==> src/rtl/mem_stage_pkg.sv <==
// Shared definitions for the memory stage: access-size codes, FSM states,
// the bus-error fill value and the alignment rule.
package mem_stage_pkg;

    // Access size lives in funct3[1:0]; funct3[2] selects zero-extension for loads.
    localparam logic [1:0] MEM_SIZE_B = 2'b00;
    localparam logic [1:0] MEM_SIZE_H = 2'b01;
    localparam logic [1:0] MEM_SIZE_W = 2'b10;

    typedef enum logic [1:0] {
        MEM_IDLE       = 2'd0,
        MEM_WAIT_GNT   = 2'd1,
        MEM_WAIT_RDATA = 2'd2
    } mem_state_t;

    // Returned as load data when an access is aborted by the timeout.
    localparam logic [31:0] MEM_BUS_ERR_DATA = 32'hbaad_beef;

    // Bytes are always aligned, halfwords need addr[0]==0, words (and any
    // unused size code) need addr[1:0]==0.
    function automatic logic mem_is_aligned(input logic [2:0] funct3,
                                            input logic [1:0] addr_lo);
        logic ok;
        case (funct3[1:0])
            MEM_SIZE_B: ok = 1'b1;
            MEM_SIZE_H: ok = ~addr_lo[0];
            default:    ok = (addr_lo == 2'b00);
        endcase
        return ok;
    endfunction

endpackage

==> src/rtl/mem_stage_lsu_align.sv <==
// Combinational lane logic: store byte enables and lane-replicated write data,
// load byte/halfword extraction with sign or zero extension, alignment flag.
module lsu_align
    import mem_stage_pkg::*;
(
    input  logic [1:0]  addr_lo,
    input  logic [2:0]  funct3,
    input  logic [31:0] store_data,
    input  logic [31:0] rdata,
    output logic        aligned,
    output logic [3:0]  be,
    output logic [31:0] wdata,
    output logic [31:0] load_data
);

    logic [31:0] shifted;

    assign aligned = mem_is_aligned(funct3, addr_lo);

    // Store lanes: replicate the narrow datum across the word, enable only its bytes.
    always_comb begin
        be    = 4'hF;
        wdata = store_data;
        case (funct3[1:0])
            MEM_SIZE_B: begin
                be    = 4'b0001 << addr_lo;
                wdata = {4{store_data[7:0]}};
            end
            MEM_SIZE_H: begin
                be    = 4'b0011 << addr_lo;
                wdata = {2{store_data[15:0]}};
            end
            default: begin
                be    = 4'hF;
                wdata = store_data;
            end
        endcase
    end

    // Load extract: bring the addressed byte lane down to bit 0, then extend.
    always_comb begin
        shifted   = rdata >> {addr_lo, 3'b000};
        load_data = shifted;
        case (funct3[1:0])
            MEM_SIZE_B: load_data = funct3[2] ? {24'h0, shifted[7:0]}
                                              : {{24{shifted[7]}}, shifted[7:0]};
            MEM_SIZE_H: load_data = funct3[2] ? {16'h0, shifted[15:0]}
                                              : {{16{shifted[15]}}, shifted[15:0]};
            default:    load_data = rdata;
        endcase
    end

endmodule

==> src/rtl/mem_stage.sv <==
// Memory stage: drives the req/gnt/rvalid data port for loads and stores
// coming out of EX/MEM, stalls upstream while an access is outstanding,
// aborts with a one-cycle bus error after a timeout, and passes the ALU
// result straight through for everything else.
module mem_stage
    import mem_stage_pkg::*;
#(
    parameter int TIMEOUT_CYCLES = 255,
    parameter int CNT_W          = 8
)(
    input  logic        clk,
    input  logic        rst,
    input  logic [31:0] ex_mem_alu_result,
    input  logic [31:0] ex_mem_regb,
    input  logic [2:0]  ex_mem_funct3,
    input  logic        ex_mem_rd_mem,
    input  logic        ex_mem_wr_mem,
    input  logic        ex_mem_valid_inst,
    input  logic        dmem_gnt,
    input  logic        dmem_rvalid,
    input  logic [31:0] dmem_rdata,
    output logic        dmem_req,
    output logic        dmem_we,
    output logic [31:0] dmem_addr,
    output logic [3:0]  dmem_be,
    output logic [31:0] dmem_wdata,
    output logic [31:0] mem_result_out,
    output logic        mem_stall_out,
    output logic        mem_misaligned_out,
    output logic        mem_bus_err_out
);

    // The counter value seen in the last waiting cycle before the abort cycle.
    localparam logic [CNT_W-1:0] LAST_WAIT_CNT = CNT_W'(TIMEOUT_CYCLES - 1);

    mem_state_t       state_q, state_d;
    logic [CNT_W-1:0] cnt_q, cnt_d;
    logic             err_q, err_d;

    logic        aligned;
    logic        mem_access;
    logic        memop;
    logic        is_load;
    logic [3:0]  lane_be;
    logic [31:0] lane_wdata;
    logic [31:0] load_data;

    logic        req;
    logic        stall;
    logic        misaligned;
    logic [31:0] result;
    logic        active;

    lsu_align u_lsu_align (
        .addr_lo    (ex_mem_alu_result[1:0]),
        .funct3     (ex_mem_funct3),
        .store_data (ex_mem_regb),
        .rdata      (dmem_rdata),
        .aligned    (aligned),
        .be         (lane_be),
        .wdata      (lane_wdata),
        .load_data  (load_data)
    );

    assign mem_access = ex_mem_valid_inst & (ex_mem_rd_mem | ex_mem_wr_mem);
    assign memop      = mem_access & aligned;
    // A load takes priority should both flags ever be set together.
    assign is_load    = ex_mem_rd_mem;

    // Next-state, timeout bookkeeping and raw (pre-reset-gating) outputs.
    always_comb begin
        state_d    = state_q;
        cnt_d      = cnt_q;
        err_d      = 1'b0;
        req        = 1'b0;
        stall      = 1'b0;
        misaligned = 1'b0;
        result     = ex_mem_alu_result;
        case (state_q)
            MEM_IDLE: begin
                cnt_d      = '0;
                misaligned = mem_access & ~aligned;
                req        = memop;
                if (memop) begin
                    if (dmem_gnt) begin
                        if (is_load) begin
                            stall   = 1'b1;
                            state_d = MEM_WAIT_RDATA;
                        end
                    end else begin
                        stall   = 1'b1;
                        state_d = MEM_WAIT_GNT;
                    end
                end
            end
            MEM_WAIT_GNT: begin
                if (err_q) begin
                    // Abort cycle: release the pipeline, any late grant is ignored.
                    state_d = MEM_IDLE;
                    cnt_d   = '0;
                    if (is_load) result = MEM_BUS_ERR_DATA;
                end else begin
                    req = 1'b1;
                    if (dmem_gnt) begin
                        cnt_d = '0;
                        if (is_load) begin
                            stall   = 1'b1;
                            state_d = MEM_WAIT_RDATA;
                        end else begin
                            state_d = MEM_IDLE;
                        end
                    end else begin
                        stall = 1'b1;
                        cnt_d = cnt_q + 1'b1;
                        err_d = (cnt_q == LAST_WAIT_CNT);
                    end
                end
            end
            MEM_WAIT_RDATA: begin
                if (err_q) begin
                    state_d = MEM_IDLE;
                    cnt_d   = '0;
                    result  = MEM_BUS_ERR_DATA;
                end else if (dmem_rvalid) begin
                    state_d = MEM_IDLE;
                    cnt_d   = '0;
                    result  = load_data;
                end else begin
                    stall = 1'b1;
                    cnt_d = cnt_q + 1'b1;
                    err_d = (cnt_q == LAST_WAIT_CNT);
                end
            end
            default: begin
                state_d = MEM_IDLE;
                cnt_d   = '0;
            end
        endcase
    end

    // State, timeout counter and the registered abort flag.
    always_ff @(posedge clk) begin
        if (!rst) begin
            state_q <= MEM_IDLE;
            cnt_q   <= '0;
            err_q   <= 1'b0;
        end else begin
            state_q <= state_d;
            cnt_q   <= cnt_d;
            err_q   <= err_d;
        end
    end

    // Every output is held at zero while reset is asserted.
    assign active             = rst & req;
    assign dmem_req           = active;
    assign dmem_we            = active & ex_mem_wr_mem & ~ex_mem_rd_mem;
    assign dmem_addr          = active ? {ex_mem_alu_result[31:2], 2'b00} : 32'h0;
    assign dmem_be            = active ? lane_be : 4'h0;
    assign dmem_wdata         = active ? lane_wdata : 32'h0;
    assign mem_result_out     = rst ? result : 32'h0;
    assign mem_stall_out      = rst & stall;
    assign mem_misaligned_out = rst & misaligned;
    assign mem_bus_err_out    = rst & err_q;

endmodule
==> config.mk <==
export PLATFORM = sky130hd
export DESIGN_NAME = mem_stage
export DESIGN_NICKNAME = d
export VERILOG_FILES = /design/src/rtl/mem_stage_pkg.sv /design/src/rtl/mem_stage_lsu_align.sv /design/src/rtl/mem_stage.sv
export SDC_FILE = /design/constraint.sdc
export NUM_CORES = 1
export LEC_CHECK = 0
export CAP_MARGIN = 20
export CELL_PAD_IN_SITES_DETAIL_PLACEMENT = 1
export CELL_PAD_IN_SITES_GLOBAL_PLACEMENT = 1
export CORE_MARGIN = 8
export CORE_UTILIZATION = 27
export DETAILED_ROUTE_END_ITERATION = 6
export PLACE_DENSITY_LB_ADDON = 0.12
export SETUP_SLACK_MARGIN = 0.15
export SYNTH_ARGS = -nofsm -noshare
export SYNTH_HDL_FRONTEND = slang
export SYNTH_HIERARCHICAL = 1
export SYNTH_SLANG_ARGS = --single-unit
==> constraint.sdc <==
create_clock -name clk -period 4.2 [get_ports clk]
set_input_delay 0.84 -clock clk [delete_from_list [all_inputs] [get_ports clk]]
set_output_delay 0.84 -clock clk [all_outputs]
set_load 0.05 [all_outputs]
==> results.cfg <==
[status]
status = finished clean

[sta]
clock-skew-final_ns = 0.00130
fmax_ghz = 0.255
tightest_slew_ns = 0.916
finalCriticalPeriod_ns = 3.92
setup_viol = 0
timing.final.max_slew_violations = 0
max-slew-margin-rel = 0.389
final.period_utilization = 0.934
grt_setup_unrepaired = false
report.final.hold_viol_count = 0
setup_tns_ns = 0

[critical_path]
cpLargestDelayFamily = multiplexers
critPathMaxStageDelay_ns = 0.59
critical-path-slowest-cell = sky130_fd_sc_hd__mux4_2
ff2ff_path_depth = 6
worst_r2r_endpoint = err_q
endpoint_kind = output pin
worst_path_fanout_max = 11
rrSetupSlack_ns = 1.82
timing.critical_path.cells = clkdlybuf4s50_1 -> mux4_2 -> nor2_8 -> o32ai_1 -> mux2_2 -> o211ai_1 -> a21boi_0 -> buf_12
critical_path_required_ns = 3.36
critical_path_class = in2out
r2r_start = state_q[0]
critical_path_buf_inv_count = 2
cp.arrival_ns = 3.08
critPathLaunchType = input port

[synthesis]
synth_compound_area_frac = 0.328
yosys-mux-area-fraction = 0.210
count_of_unique_library_cells_instantiated_by_yosys = 54
synthCells = 489
synth_top_area_frac = 0.145
area_of_the_mapped_netlist_um2 = 3410
synth_edf_count = 0
synth-adder-area-share = 0.0220
synth_top_family_by_area = compound AO/OA/AOI/OAI gates
postSynth.topFlopCell = sky130_fd_sc_hd__dfxtp_1
yosys_reg_bits = 11
synth-warning-count = 6
syn_avg_cell_area_um2 = 6.98
synth.largest_area_cell = sky130_fd_sc_hd__mux2_2
synth_top_cells_by_area = sky130_fd_sc_hd__mux2_2, sky130_fd_sc_hd__o21ai_0, sky130_fd_sc_hd__and2_1, sky130_fd_sc_hd__dfxtp_1, sky130_fd_sc_hd__mux2i_1
synth_sequential_area_ratio = 0.0645
synth_xor_area_frac = 0.0154
synth_async_sr_flop_share = 0
synthSimpleGateAreaFrac = 0.246

[placement]
detailed_place_hpwl_um = 14300
port_buffers = 208
gp_routability_congestion = 0.890

[clock_tree]
cts-hold-fix-buffers = 0
tritoncts = yes
path_clk_slew_ns = 0.04
clockBufferDepth = 2
tritoncts.num_buffers = 3
clock_tree.htree_level_count = 1
cts_sinks = 11
cts_root_buf = sky130_fd_sc_hd__clkbuf_16
clock_latency_ns = 0.23

[floorplanning]
die_area_um2 = 16500
core_area_um2 = 12500
dieWidth_um = 128
io_pins = 211
start_util = 0.274
die_y_um = 128
std_cell_rows = 41

[route]
remaining_drc_errors = 0
wl_per_cell_um = 20.8
antenna_violating_nets_post_route = 0
route.detailed.vias_per_inst = 5.22
drt_iter0_markers = 175
number_of_detailed_route_iterations_in_the_first_pass = 4
drt_wl_total_um = 17400
vias = 4380

[global_routing]
wire_length_of_the_first_global_routing_pass_um = 27200
via_count_of_the_first_global_routing_pass = 4879
grt_overflow = 0
grt_max_degree = 60
grt_antenna_before_repair = 2
grtUsageTotal = 0.205

[cells_and_area]
final_common_cell = sky130_fd_sc_hd__clkdlybuf4s50_1
drive_gt1_frac = 0.282
area_delta_synth_final_pct = 92.8
layout_common_cells = sky130_fd_sc_hd__clkdlybuf4s50_1, sky130_fd_sc_hd__buf_12, sky130_fd_sc_hd__o21ai_0
count_of_nets_after_finishing = 779

[min_path]
timing.hold.worst_endpoint = cnt_q[0]
timing.hold.worst.start = cnt_q[0]
timing.hold.worst_path_depth = 1
hold_path_class = reg2reg

[pwr]
peakVddDrop_mv = 0.238
total_power_mw = 1.41
leak_pwr_nw = 2.59
total_power_divided_by_cell_area_nw_per_um2 = 214

[job]
timing.max_cap.violations = 0
## how the worst max path moves through the flow
stage,from,to,slack [ns],depth (start not counted)
detailed placement,ex_mem_alu_result[0],mem_result_out[28],0.07,8
global placement,ex_mem_alu_result[0],mem_result_out[29],0.17,8
finish,dmem_rdata[31],mem_result_out[27],0.28,8
CTS,ex_mem_funct3[0],dmem_wdata[30],0.21,9
global route,dmem_rdata[31],mem_result_out[31],0.17,8
floorplan,ex_mem_alu_result[0],mem_result_out[28],0.22,6
## flip-flops by register name, indices dropped and copies added, names as in the netlist
signal and flops:
err_q 1, cnt_q 8, state_q 2
## stage by stage
step | setup slack [ns] | hold slack, ns | instances | util | cell area, µm²
after floorplan | 0.220 | 0.430 | 490 | - | 3420
after global placement | 0.168 | 0.443 | 833 | 0.519 | 6470
after detailed placement | 0.0667 | 0.464 | 833 | 0.519 | 6470
after CTS | 0.206 | 0.483 | 837 | 0.527 | 6570
after global routing | 0.167 | 0.510 | 838 | 0.528 | 6580
final | 0.279 | 0.477 | 839 | 0.528 | 6580
## what timing repair did
item                                    in CTS  in global routing
resized for setup                            5                  1
pin swaps                                    0                  1
setup buffers                                0                  1
cloned                                       0                  0
endpoints found under the setup margin      63                 59
## synthesized netlist by cell type, drive strengths merged (6+ instances only)
| cell | count |
|---|---|
| clkbuf | 25 |
| and2 | 61 |
| ha | 6 |
| buf | 35 |
| o31ai | 9 |
| o32ai | 7 |
| o211a | 9 |
| nor2 | 24 |
| o21ai | 83 |
| nand2 | 43 |
| a21oi | 23 |
| o221ai | 8 |
| a22oi | 6 |
| a32o | 9 |
| inv | 11 |
| o211ai | 6 |
| dfxtp | 11 |
| mux2 | 44 |
| mux2i | 20 |
## cell type report
class	count	area [µm²]
antenna	1	2.50
clock buffer	4	78.8
fill	1431	5890
inverter	12	45.0
multi-input combinational	407	2830
sequential	11	220
tap	172	215
timing repair buffer	232	3190
## power breakdown
group	switching [mW]	total, mW	internal (mW)
logic	0.628	1.12	0.496
registers	0.00347	0.112	0.108
clock network	0.0444	0.172	0.127
total	0.675	1.41	0.731
## worst register-to-register path: stages (launching register included)
cell and delay, ns:
sky130_fd_sc_hd__dfxtp_1 0.33, sky130_fd_sc_hd__inv_1 0.09, sky130_fd_sc_hd__ha_1 0.76, sky130_fd_sc_hd__nand2b_1 0.22, sky130_fd_sc_hd__a21oi_1 0.29, sky130_fd_sc_hd__nand3_1 0.33, sky130_fd_sc_hd__nor3_1 0.26
## routing by layer
layer,global-route usage,wire length (µm)
met5,0,23
met4,0.0287,205
met3,0.0654,1380
met2,0.377,8880
met1,0.228,6920
## logic make-up after synthesis
logic type | count (synthesis)
other cells | 1
xor+xnor | 6
compound gates | 172
mux | 65
fa+ha+maj | 6
simple gates | 156
flops | 11
buf+inv | 72
Note: power is estimated with default switching activity, not from simulation.
